==> config.mk <==
export PLATFORM = sky130hd
export DESIGN_NAME = vga_timing_gen
export DESIGN_NICKNAME = d
export VERILOG_FILES = /design/src/rtl/vga_timing_gen.sv
export SDC_FILE = /design/constraint.sdc
export NUM_CORES = 1
export LEC_CHECK = 0
export BUFFER_PORTS_ARGS = -buffer_cell sky130_fd_sc_hd__buf_4
export CAP_MARGIN = 0
export CORE_ASPECT_RATIO = 0.9
export CORE_MARGIN = 2
export CORE_UTILIZATION = 40
export CTS_CLUSTER_SIZE = 30
export DETAILED_ROUTE_END_ITERATION = 6
export PLACE_DENSITY = 0.67
export SLEW_MARGIN = 10
export SYNTH_ARGS = -nofsm -noshare
export SYNTH_HDL_FRONTEND = slang
export SYNTH_SLANG_ARGS = --single-unit
export TNS_END_PERCENT = 5
==> constraint.sdc <==
create_clock -name clk -period 3 [get_ports clk]
set_input_delay 0.15 -clock clk [delete_from_list [all_inputs] [get_ports clk]]
set_output_delay 0.15 -clock clk [all_outputs]
set_load 0.02 [all_outputs]
==> src/rtl/vga_timing_gen.sv <==
// vga_timing_gen: raster timing generator owning the column/row counters,
// sync/enable decode, start-of-frame and line-match pulses and a frame counter.
// All outputs are registered and decoded from next-state counter values, so
// syncs and enables always describe the (column,row) presented in that cycle.
module vga_timing_gen #(
    parameter int unsigned H_ACTIVE  = 640,
    parameter int unsigned H_FP      = 16,
    parameter int unsigned H_SYNC    = 96,
    parameter int unsigned H_BP      = 48,
    parameter int unsigned V_ACTIVE  = 480,
    parameter int unsigned V_FP      = 10,
    parameter int unsigned V_SYNC    = 2,
    parameter int unsigned V_BP      = 33,
    parameter bit          HSYNC_POL = 1'b0,
    parameter bit          VSYNC_POL = 1'b0,
    parameter int unsigned CNT_W     = 11,
    parameter int unsigned FRAME_W   = 8
) (
    input  logic               clk,
    input  logic               rst,
    input  logic               pix_en,
    input  logic [CNT_W-1:0]   match_row,
    output logic [CNT_W-1:0]   column,
    output logic [CNT_W-1:0]   row,
    output logic               hsync,
    output logic               vsync,
    output logic               rgb_en,
    output logic               sof,
    output logic               line_match,
    output logic [FRAME_W-1:0] frame_cnt
);

    localparam int unsigned H_TOTAL  = H_ACTIVE + H_FP + H_SYNC + H_BP;
    localparam int unsigned V_TOTAL  = V_ACTIVE + V_FP + V_SYNC + V_BP;
    localparam int unsigned HS_START = H_ACTIVE + H_FP;
    localparam int unsigned HS_END   = HS_START + H_SYNC;
    localparam int unsigned VS_START = V_ACTIVE + V_FP;
    localparam int unsigned VS_END   = VS_START + V_SYNC;

    logic [CNT_W-1:0]   column_q, column_d;
    logic [CNT_W-1:0]   row_q, row_d;
    logic [FRAME_W-1:0] frame_q, frame_d;
    logic               hsync_q, hsync_d;
    logic               vsync_q, vsync_d;
    logic               rgb_en_q, rgb_en_d;
    logic               sof_q, sof_d;
    logic               line_match_q, line_match_d;

    // Next-state counters and decode of outputs from the next (column,row)
    always_comb begin
        column_d     = column_q;
        row_d        = row_q;
        frame_d      = frame_q;
        hsync_d      = hsync_q;
        vsync_d      = vsync_q;
        rgb_en_d     = rgb_en_q;
        sof_d        = 1'b0;
        line_match_d = 1'b0;
        if (pix_en) begin
            if (column_q == CNT_W'(H_TOTAL - 1)) begin
                column_d = '0;
                if (row_q == CNT_W'(V_TOTAL - 1)) begin
                    row_d   = '0;
                    frame_d = frame_q + FRAME_W'(1);
                    sof_d   = 1'b1;
                end else begin
                    row_d = row_q + CNT_W'(1);
                end
                line_match_d = (row_d == match_row);
            end else begin
                column_d = column_q + CNT_W'(1);
            end
            hsync_d  = ((column_d >= CNT_W'(HS_START)) && (column_d < CNT_W'(HS_END)))
                       ? HSYNC_POL : ~HSYNC_POL;
            vsync_d  = ((row_d >= CNT_W'(VS_START)) && (row_d < CNT_W'(VS_END)))
                       ? VSYNC_POL : ~VSYNC_POL;
            rgb_en_d = (column_d < CNT_W'(H_ACTIVE)) && (row_d < CNT_W'(V_ACTIVE));
        end
    end

    // State registers; reset lands on (0,0) without raising sof
    always_ff @(posedge clk) begin
        if (rst) begin
            column_q     <= '0;
            row_q        <= '0;
            frame_q      <= '0;
            hsync_q      <= ~HSYNC_POL;
            vsync_q      <= ~VSYNC_POL;
            rgb_en_q     <= 1'b1;
            sof_q        <= 1'b0;
            line_match_q <= 1'b0;
        end else begin
            column_q     <= column_d;
            row_q        <= row_d;
            frame_q      <= frame_d;
            hsync_q      <= hsync_d;
            vsync_q      <= vsync_d;
            rgb_en_q     <= rgb_en_d;
            sof_q        <= sof_d;
            line_match_q <= line_match_d;
        end
    end

    assign column     = column_q;
    assign row        = row_q;
    assign frame_cnt  = frame_q;
    assign hsync      = hsync_q;
    assign vsync      = vsync_q;
    assign rgb_en     = rgb_en_q;
    assign sof        = sof_q;
    assign line_match = line_match_q;

endmodule
==> metrics.md, run 1 <==
| Metric | Value |
|---|---|
| Pleak | approximately 0.001 uW |
| Pwr dens | 326.2 nW/um^2 |
| Depth of the CTS H-tree | 2 |
| Max_slew headroom | 0.6281 |
| Core ar. | 5595 sq um |
| Most used DFF post-synth | dfxtp_1 |
| Seq/Total Area, Yosys | 0.3085 |
| Post-CTS sizing | 0 |
| Total grt overflow | 0 |
| Synth area leaders | dfxtp_1 (31%), xor2_1 (6.2%), xnor2_1 (5.8%) |
| Grt met2 use | 0.2742 |
| Fin nets | 339 |
| IO Count | slightly below 50 |
| Final WL | between 5000 and 6000 microns |
| Mux contribution to synthesized area | 0.01377 |
| Design area | between 2000 and 3000 sq um |
| Clock Tree Root | clkbuf_8 |
| Initial cell density of the core | 0.4059 |
| Routed Antenna Nets | 0 |
| Setup TNS | 0 ns |
| Register bit count reported by yosys | 35 |
| Post-Route Utilization | 0.4745 |
| Placed Area | roughly 2600 sq um |
| Post-synthesis xor/xnor area fraction | 0.1196 |
| # rows | 26 |
| RSZ-0062 raised after global routing | no |
| Die Wd | about 83 microns |
| Fmax | about 0.4 GHz |
| Port Buf Inserts | 48 |
| Share of layout cells above drive strength 1 | 0.2050 |
| Netlist cell types | 57 |
| Vias in the first global route | between 1500 and 2000 |
| First-pass GRT wire length | about 9000 microns |
| Post-DP HPWL | between 3000 and 4000 microns |
| Clk slew on worst S/H paths | ~0.070 ns |
| Number of flops mapped to enable cells by yosys | 0 |
| RePlAce Congestion | 0.8096 |
| Minimum clock period | 2.442 ns |
| Final Skew | 0.005766 ns |
| # hold bufs at CTS | 0 |
| Count of warnings emitted by yosys | 0 |
| CP max FO | 9 |
| Met3 Track Usage GR | 0.03250 |
| # DRC | 0 |
| CTS buffer count | 5 |
| Setup crit end kind | flop |
| Syn Inst Count | a little under 300 |
| Syn_nets | 307 |
| Number of max-cap violations | 0 |
| Initial drt markers | between 100 and 150 |
| Pin count of the biggest net entering global routing | 37 |
| Status | completed |
| Detailed-route via count | roughly 2100 |
| Worst Path Arrival | approximately 2.6 ns |
| Share of the synthesized area in the top cell type | 0.3085 |
| Pins Over Slew Limit | 0 |
| CP required | 3.15 ns |
| Syn Area/Cell | about 7.9 sq um |
| CTS tree | built |
| Synth area leader | dfxtp_1 |
| CTS max path bufs | 2 |
| Worst-Margin Slew | 0.5538 ns |
| Main combinational cell family by area after synthesis | simple AND/OR/NAND/NOR gates |
| First-pass DRT Iterations | 4 |
| Min Hold Slack | roughly 0.19 ns |
| Period utilization | 0.8140 |
| Busiest grt layer | met2 |
| Peak VDD IR | approximately 170 uV |
| Die Height | between 70 and 80 microns |
| Mapped cell area | ~2300 sq um |
| Layout overhead on the synthesized area | 16.91% |
| Compound-gate portion of the synthesized area | 0.1399 |
| CTS Sinks | 35 |
| Synth cell count leaders | dfxtp_1 (35), nor2_1 (32), nand2_1 (29), a21oi_1 (20), nand3_1 (19) |
| Grt met1 use | 0.2541 |
| HP Class | input port to flop |
| Setup CP Type | flop to flop |
| Initial antenna violation count | 0 |
| GRT Util Overall | 0.1772 |
| Die area | roughly 6300 sq um |
| Adder-cell share of the synthesized area | 0.02204 |
| Top-count cell post-synth | dfxtp_1 |
| Startpoint types | flop |
| Final hold vios | 0 |
| Wire per inst | about 14 microns |
| Antenna cells | 0 |
| # setup viols final | 0 |
| Postcts setup bufs | 0 |
| Simple-gate portion of the synthesized area | 0.3223 |
| Post-synth ARST share | 0 |
| Vias per std cell | ~5.4 |
| Clock Latency Late Sink | approximately 0.29 ns |
sequential cells by signal, summed over array words and instances, names as in the netlist:
register / flops
column: 11
row: 11
sof: 1
line_match: 1
hsync: 1
rgb_en: 1
frame_cnt: 8
vsync: 1
cell usage in the layout (no fill, tap or decap), types with 6 or more instances in the layout:
cell type and instances:
dfxtp_1 35, buf_4 48, xor2_1 16, o21ai_0 11, nand2_1 29, nand4_1 6, nor3_1 10, and3_1 6
nor2_1 32, nand3_1 19, xnor2_1 15, a21oi_1 20
critical path, cell delays in order (launching register included):
cell	delay (ns)
dfxtp_1	0.40
or4_4	0.58
nor4_4	0.43
a21oi_2	0.12
or4_1	0.49
o311ai_1	0.12
a41oi_1	0.17
through the flow:
stage,cells,setup slack [ns],power [uW]
after detailed placement,384,0.5777,545.4
after global routing,392,0.3520,905.3
after CTS,392,0.5503,875.6
after global placement,384,0.6372,545.2
after floorplan,289,0.6415,521.0
final,392,0.5580,866.0
kinds of logic (layout without fill, tap and decap cells):
family          count (synthesis)  count (layout)
mux                             3               3
xor+xnor                       31              31
fa+ha+maj                       4               4
simple gates                  135             135
compound gates                 52              52
buf+inv                        29              62
flops                          35              35
cell type report:
cell class / count / area, sq um
Sequential cell: 35 / 700.7
Fill cell: 570 / 2940
Clock inverter: 1 / 5.005
Clock buffer: 7 / 76.32
Timing Repair Buffer: 48 / 360.3
Multi-Input combinational cell: 225 / 1403
Inverter: 6 / 22.52
Tap cell: 70 / 87.58
path summary, 6_finish.rpt:
| path | start | to | slack (ns) | depth (start not counted) |
|---|---|---|---|---|
| setup reg to reg | row[4]$_SDFFE_PP0P_ | vsync$_SDFFE_PP1P_ | 0.56 | 6 |
| hold / removal | match_row[9] | line_match$_SDFF_PP0_ | 0.19 | 3 |
| setup / recovery | row[4]$_SDFFE_PP0P_ | vsync$_SDFFE_PP1P_ | 0.56 | 6 |
| hold reg to reg | frame_cnt[7]$_SDFFE_PP0P_ | frame_cnt[7]$_SDFFE_PP0P_ | 0.52 | 2 |
report_power, final:
group / leakage [uW] / internal, uW / switching, uW
Combinational: 0.000648 / 28.2 / 33.0
Clock: 0.0000422 / 163 / 169
Sequential: 0.000283 / 468 / 5.15
layer usage:
layer	share of wire	vias to the layer above	wire, microns
met1	0.51	963	2786
met4	0.0084	0	46
met3	0.051	5	275
met2	0.43	61	2336
li1	-	1088	-
met5	0	-	0
No activity file was read; power rests on OpenSTA's default activity.
==> inputs of run 2 (changes only) <==
==> constraint.sdc (replaced) <==
create_clock -name clk -period 2.5 [get_ports clk]
set_input_delay 0.125 -clock clk [delete_from_list [all_inputs] [get_ports clk]]
set_output_delay 0.125 -clock clk [all_outputs]
set_load 0.02 [all_outputs]
==> run 2 against run 1 <==
Compared with the run above: die area is the same; flip-flop and latch count is the same; worst hold slack lost 0.022 ns; clock power grew 61%; register-to-register slack lost 0.25 ns; first-iteration DRC count grew 20%; wire length grew 6.7%; critical path depth grew 2; total power grew 36%; final cell count grew 4.1%; largest power group unchanged; highest routed layer unchanged.
==> metrics.md, run 2 (synthesis gave the netlist of run 1 again) <==
| Metric | Value |
|---|---|
| Worst Min Path Start | pix_en |
| Critical Path Source | row[1]$_SDFFE_PP0P_ |
| Routed Antenna Nets | 0 |
| RSZ-0062 raised after global routing | no |
| Final Non-Filler Cells | 408 |
| CTS Sinks | 35 |
| Clock Latency Late Sink | between 0.2 and 0.3 ns |
| Core ar. | roughly 5600 sq um |
| # rows | 26 |
| Depth of the CTS H-tree | 2 |
| Post-CTS sizing | 0 |
| IO Count | slightly below 50 |
| Final Skew | roughly 0.0057 ns |
| Setup CP Type | flop to flop |
| # setup viols final | 0 |
| CP endpoint | frame_cnt[7]$_SDFFE_PP0P_ |
| CTS buffer count | 5 |
| Commonest non-fill, non-tap cell in the layout | buf_4 |
| Layout overhead on the synthesized area | 23.80% |
| Worst-Margin Slew | 0.4893 ns |
| Vias per std cell | 5.478 |
| Number of max-cap violations | 0 |
| RePlAce Congestion | about 0.85 |
| Fmax | ~0.46 GHz |
| Status | completed |
| Reg2Reg Depth | 8 |
| # placed instances | 400 |
| CP max FO | 9 |
| Setup TNS | 0 ns |
| Clk slew on worst S/H paths | about 0.070 ns |
| Flop2flop setup slack | between 0.3 and 0.4 ns |
| CTS max path bufs | 2 |
| First-pass DRT Iterations | 4 |
| HP Class | input port to flop |
| Period utilization | 0.8774 |
| Final WL | approximately 5800 microns |
| RR Startpoint | row[1]$_SDFFE_PP0P_ |
| Detailed-route via count | 2235 |
| Pins Over Slew Limit | 0 |
| Die Height | around 75 microns |
| Post-DP HPWL | around 4400 microns |
| Final hold vios | 0 |
| Initial antenna violation count | 0 |
| Postcts setup bufs | 0 |
| Reg2reg end | frame_cnt[7]$_SDFFE_PP0P_ |
| Max_slew headroom | 0.6726 |
| CP max-delay cell | or4_4 |
| CP required | about 2.7 ns |
| Filler cell count | roughly 570 |
| Port Buf Inserts | between 40 and 50 |
| CP most frequent cell | nand4_1 |
| First-pass GRT wire length | approximately 9500 microns |
| Die Wd | 83.43 microns |
| Worst Path Arrival | 2.37 ns |
| Min Hold Slack | approximately 0.17 ns |
| Peak VDD IR | slightly below 300 uV |
| Minimum clock period | 2.194 ns |
| Most frequent cells in the layout | buf_4 (64), dfxtp_1 (35), nor2_1 (32) |
| Initial cell density of the core | 0.4059 |
| Startpoint types | flop |
| Pwr dens | about 420 nW/um^2 |
| Pin count of the biggest net entering global routing | 37 |
| Share of layout cells above drive strength 1 | 0.2485 |
| Vias in the first global route | a little under 2000 |
| Pleak | 0.001077 uW |
| CTS tree | built |
| # DRC | 0 |
| GRT Util Overall | 0.1881 |
| Antenna cells | 0 |
| Fin nets | roughly 360 |
| Wire per inst | 14.24 microns |
| Total grt overflow | 0 |
| # hold bufs at CTS | 0 |
| Setup crit end kind | flop |
| Delay of the slowest cell on the worst path | between 0.5 and 0.6 ns |
| Critical-path cell list | inv_1, ha_1, nand4_1, or4_4, nor4_4, nand4_1, xor2_1, nor2_1 |
| Die area | roughly 6300 sq um |
| Clock Tree Root | clkbuf_8 |
| Initial drt markers | 153 |
run 2: changes by cell type in the layout (fill, tap and decap cells not counted):
| cell | previous run | this run |
|---|---|---|
| buf_4 | 48 | 64 |
| bufinv_16 | 0 | 1 |
| clkbuf_1 | 2 | 0 |
| clkbuf_8 | 5 | 6 |
run 2: how the worst min path moves through the flow:
stage,endpoint,slack [ns],cells past startpoint
after floorplan,line_match$_SDFF_PP0_,0.32,3
after CTS,line_match$_SDFF_PP0_,0.17,4
after global placement,column[8]$_SDFFE_PP0P_,0.48,2
after global routing,column[8]$_SDFFE_PP0P_,0.18,2
final,column[8]$_SDFFE_PP0P_,0.17,2
after detailed placement,column[8]$_SDFFE_PP0P_,0.48,2
run 2: layout make-up:
cell class | instances | area, sq um | share of cell area
Clock buffer | 6 | 82.58 | 0.02937
Clock inverter | 2 | 35.03 | 0.01246
Inverter | 6 | 22.52 | 0.008011
Multi-Input combinational cell | 225 | 1403 | 0.4989
Sequential cell | 35 | 700.7 | 0.2492
Tap cell | 70 | 87.58 | 0.03115
Timing Repair Buffer | 64 | 480.5 | 0.1709
run 2: critical path: cells and delay by family, from the launching register on:
kind / cells / cell delay (ns)
buf+inv: 1 / 0.10
fa+ha+maj: 1 / 0.14
xor+xnor: 1 / 0.15
flops: 1 / 0.38
simple gates: 5 / 1.29
run 2: layer usage:
layer	wire (microns)	track usage	up-vias	part of all wire
li1	-	-	1112	-
met5	0	0	-	0
met1	2835	0.2609	1035	0.49
met3	366	0.04225	14	0.063
met4	116	0.06631	0	0.020
met2	2493	0.2930	74	0.43
run 2: metrics by stage:
stage                     utilization  total power [uW]  instance area [sq um]  setup slack (ns)
after floorplan                     -             625.2                   2271            0.1415
after global placement         0.4814             656.2                   2694            0.3701
after detailed placement       0.4814             657.0                   2694            0.3110
after CTS                      0.5025              1189                   2811            0.3053
after global routing           0.5025              1220                   2811            0.1277
final                          0.5025              1180                   2811            0.3064
run 2: power breakdown:
| part | switching [uW] | internal (uW) | leakage (uW) |
|---|---|---|---|
| Combinational | 41.0 | 35.1 | 0.000733 |
| Clock | 214 | 323 | 0.0000612 |
| Sequential | 6.38 | 562 | 0.000283 |
==> inputs of run 3 (changes only) <==
--- a/config.mk
+++ b/config.mk
@@ -12,7 +12,6 @@
 export CORE_UTILIZATION = 40
 export CTS_CLUSTER_SIZE = 30
 export DETAILED_ROUTE_END_ITERATION = 6
-export PLACE_DENSITY = 0.67
 export SLEW_MARGIN = 10
 export SYNTH_ARGS = -nofsm -noshare
 export SYNTH_HDL_FRONTEND = slang
==> run 3 against run 2 <==
Compared with the run above: wire length up 3.9%; clock skew up 0.0017 ns; sequential share of layout area down 0.24 points; clock power down 16%; cell area up 0.98%; flip-flop and latch count unchanged; die area unchanged.
==> metrics.md, run 3 (synthesis gave the netlist of run 1 again) <==
| Metric | Value |
|---|---|
| Worst Path Arrival | 2.35 ns |
| Minimum clock period | approximately 2.2 ns |
| Port Buf Inserts | between 40 and 50 |
| Final WL | 6037 microns |
| Pins Over Slew Limit | 0 |
| CP most frequent cell | nor4_1 |
| Vias in the first global route | between 2000 and 2500 |
| Core ar. | roughly 5600 sq um |
| Setup TNS | 0 ns |
| First-pass DRT Iterations | 4 |
| # DRC | 0 |
| Delay of the slowest cell on the worst path | ~0.40 ns |
| Clk network pwr share | 0.410 |
| CTS tree | built |
| Period utilization | 0.8680 |
| Postcts setup bufs | 0 |
| Commonest non-fill, non-tap cell in the layout | buf_4 |
| CTS buffer count | 5 |
| Initial antenna violation count | 0 |
| Reg power frac | 0.518 |
| Area occupied by registers | approximately 700 sq um |
| CP max FO | 6 |
| Post-DP HPWL | 4534 microns |
| RePlAce Congestion | between 0.8 and 0.9 |
| # setup viols final | 0 |
| # hold bufs at CTS | 0 |
| HP Class | input port to flop |
| Setup CP Type | flop to flop |
| Max_slew headroom | 0.7312 |
| Sw frac | 0.2226 |
| Final Skew | between 0.007 and 0.008 ns |
| Fin nets | 361 |
| Clk slew on worst S/H paths | 0.07 ns |
| Filler cell count | 590 |
| GRT Util Overall | 0.1974 |
| Area of the multi-input gates | approximately 1400 sq um |
| Delay-heaviest family, CP | simple AND/OR/NAND/NOR gates |
| Clock Latency Late Sink | 0.28 ns |
| Depth of the CTS H-tree | 2 |
| RSZ-0062 raised after global routing | no |
| Die Height | about 75 microns |
| Initial cell density of the core | 0.4059 |
| Pin count of the biggest net entering global routing | 37 |
| Most frequent cells in the layout | buf_4 (70), dfxtp_1 (35), nor2_1 (32) |
| CTS Sinks | 35 |
| Status | completed |
| Share of layout cells above drive strength 1 | 0.2587 |
| Initial drt markers | between 100 and 150 |
| Detailed-route via count | roughly 2200 |
| Wire per inst | 14.58 microns |
| First-pass GRT wire length | 9915 microns |
| Post-Route Utilization | 0.5074 |
| Critical-path cell list | ha_1, and4_2, nand4_1, nor4_1, nand3_1, nor4_1 |
| CP required | around 2.7 ns |
| Final hold vios | 0 |
| CP max-delay cell | dfxtp_1 |
| Pwr dens | between 300 and 400 nW/um^2 |
| Startpoint types | flop |
| Pleak | 0.001100 uW |
| Worst-Margin Slew | just over 0.4 ns |
| Cell Int Power | roughly 850 uW |
| Power share of the combinational group | 0.072 |
| Fmax | approximately 0.46 GHz |
| Die area | between 6000 and 7000 sq um |
| Post-CTS sizing | 0 |
| Total grt overflow | 0 |
| Antenna cells | 0 |
| WP buf/inv | 0 |
| CTS max path bufs | 2 |
| Number of max-cap violations | 0 |
| Placed Area | ~2700 sq um |
| Die Wd | around 83 microns |
| Net Sw Power | around 240 uW |
| # rows | 26 |
| Routed Antenna Nets | 0 |
| Peak VDD IR | 203.7 uV |
| Clock Tree Root | clkbuf_8 |
| Design area | roughly 2800 sq um |
| Setup crit end kind | flop |
| Vias per std cell | around 5.4 |
| Overall Power | between 1000 and 1500 uW |
| IO Count | 49 |
| Layout overhead on the synthesized area | 25.01% |
==> run 3: cell types whose count changed in the layout (fill, tap and decap cells not counted) <==
cell | before | now
bufinv_16 | 1 | 0
clkinv_2 | 1 | 0
clkbuf_8 | 6 | 7
clkbuf_1 | 0 | 1
buf_4 | 64 | 70
==> run 3: through the flow <==
stage          hold WS [ns]  std cells  setup slack [ns]
2_1_floorplan        0.3236        289            0.1415
3_5_place_dp         0.4554        406            0.3500
3_3_place_gp         0.4465        406            0.3655
5_1_grt              0.1751        414            0.1545
6_report             0.1509        414            0.3301
4_1_cts              0.1459        414            0.3278
==> run 3: power groups by stage <==
stage	Sequential, uW	Clock (uW)	Combinational [uW]
finish	566	448	78.9
floorplan	583	0	41.8
CTS	566	466	79.0
detailed placement	579	0	78.7
global placement	578	0	78.6
global route	566	493	86.9
==> run 3: final cells by class <==
cell class,count,share of cell area
tap,70,0.03085
inverter,6,0.007933
timing repair buffer,70,0.1851
multi-input combinational,225,0.4941
clock buffer,8,0.03526
sequential,35,0.2468
==> run 3: path summary, 6_finish.rpt <==
kind	start	endpoint	slack [ns]	cells past startpoint
max	column[0]$_SDFFE_PP0P_	line_match$_SDFF_PP0_	0.33	6
min	match_row[9]	line_match$_SDFF_PP0_	0.15	3
max reg2reg	column[0]$_SDFFE_PP0P_	line_match$_SDFF_PP0_	0.33	6
min reg2reg	frame_cnt[7]$_SDFFE_PP0P_	frame_cnt[7]$_SDFFE_PP0P_	0.52	2
==> run 3: worst min-delay path, cell delays in order <==
cell    delay, ns
buf_4        0.08
xor2_1       0.12
nor4_1       0.06
==> run 3: metal layers <==
| layer | global-route usage | part of all wire | vias to the layer above |
|---|---|---|---|
| li1 | - | - | 1133 |
| met4 | 0.05018 | 0.0088 | 0 |
| met3 | 0.04550 | 0.053 | 4 |
| met1 | 0.2917 | 0.52 | 1028 |
| met2 | 0.2921 | 0.42 | 66 |
| met5 | 0 | 0 | - |
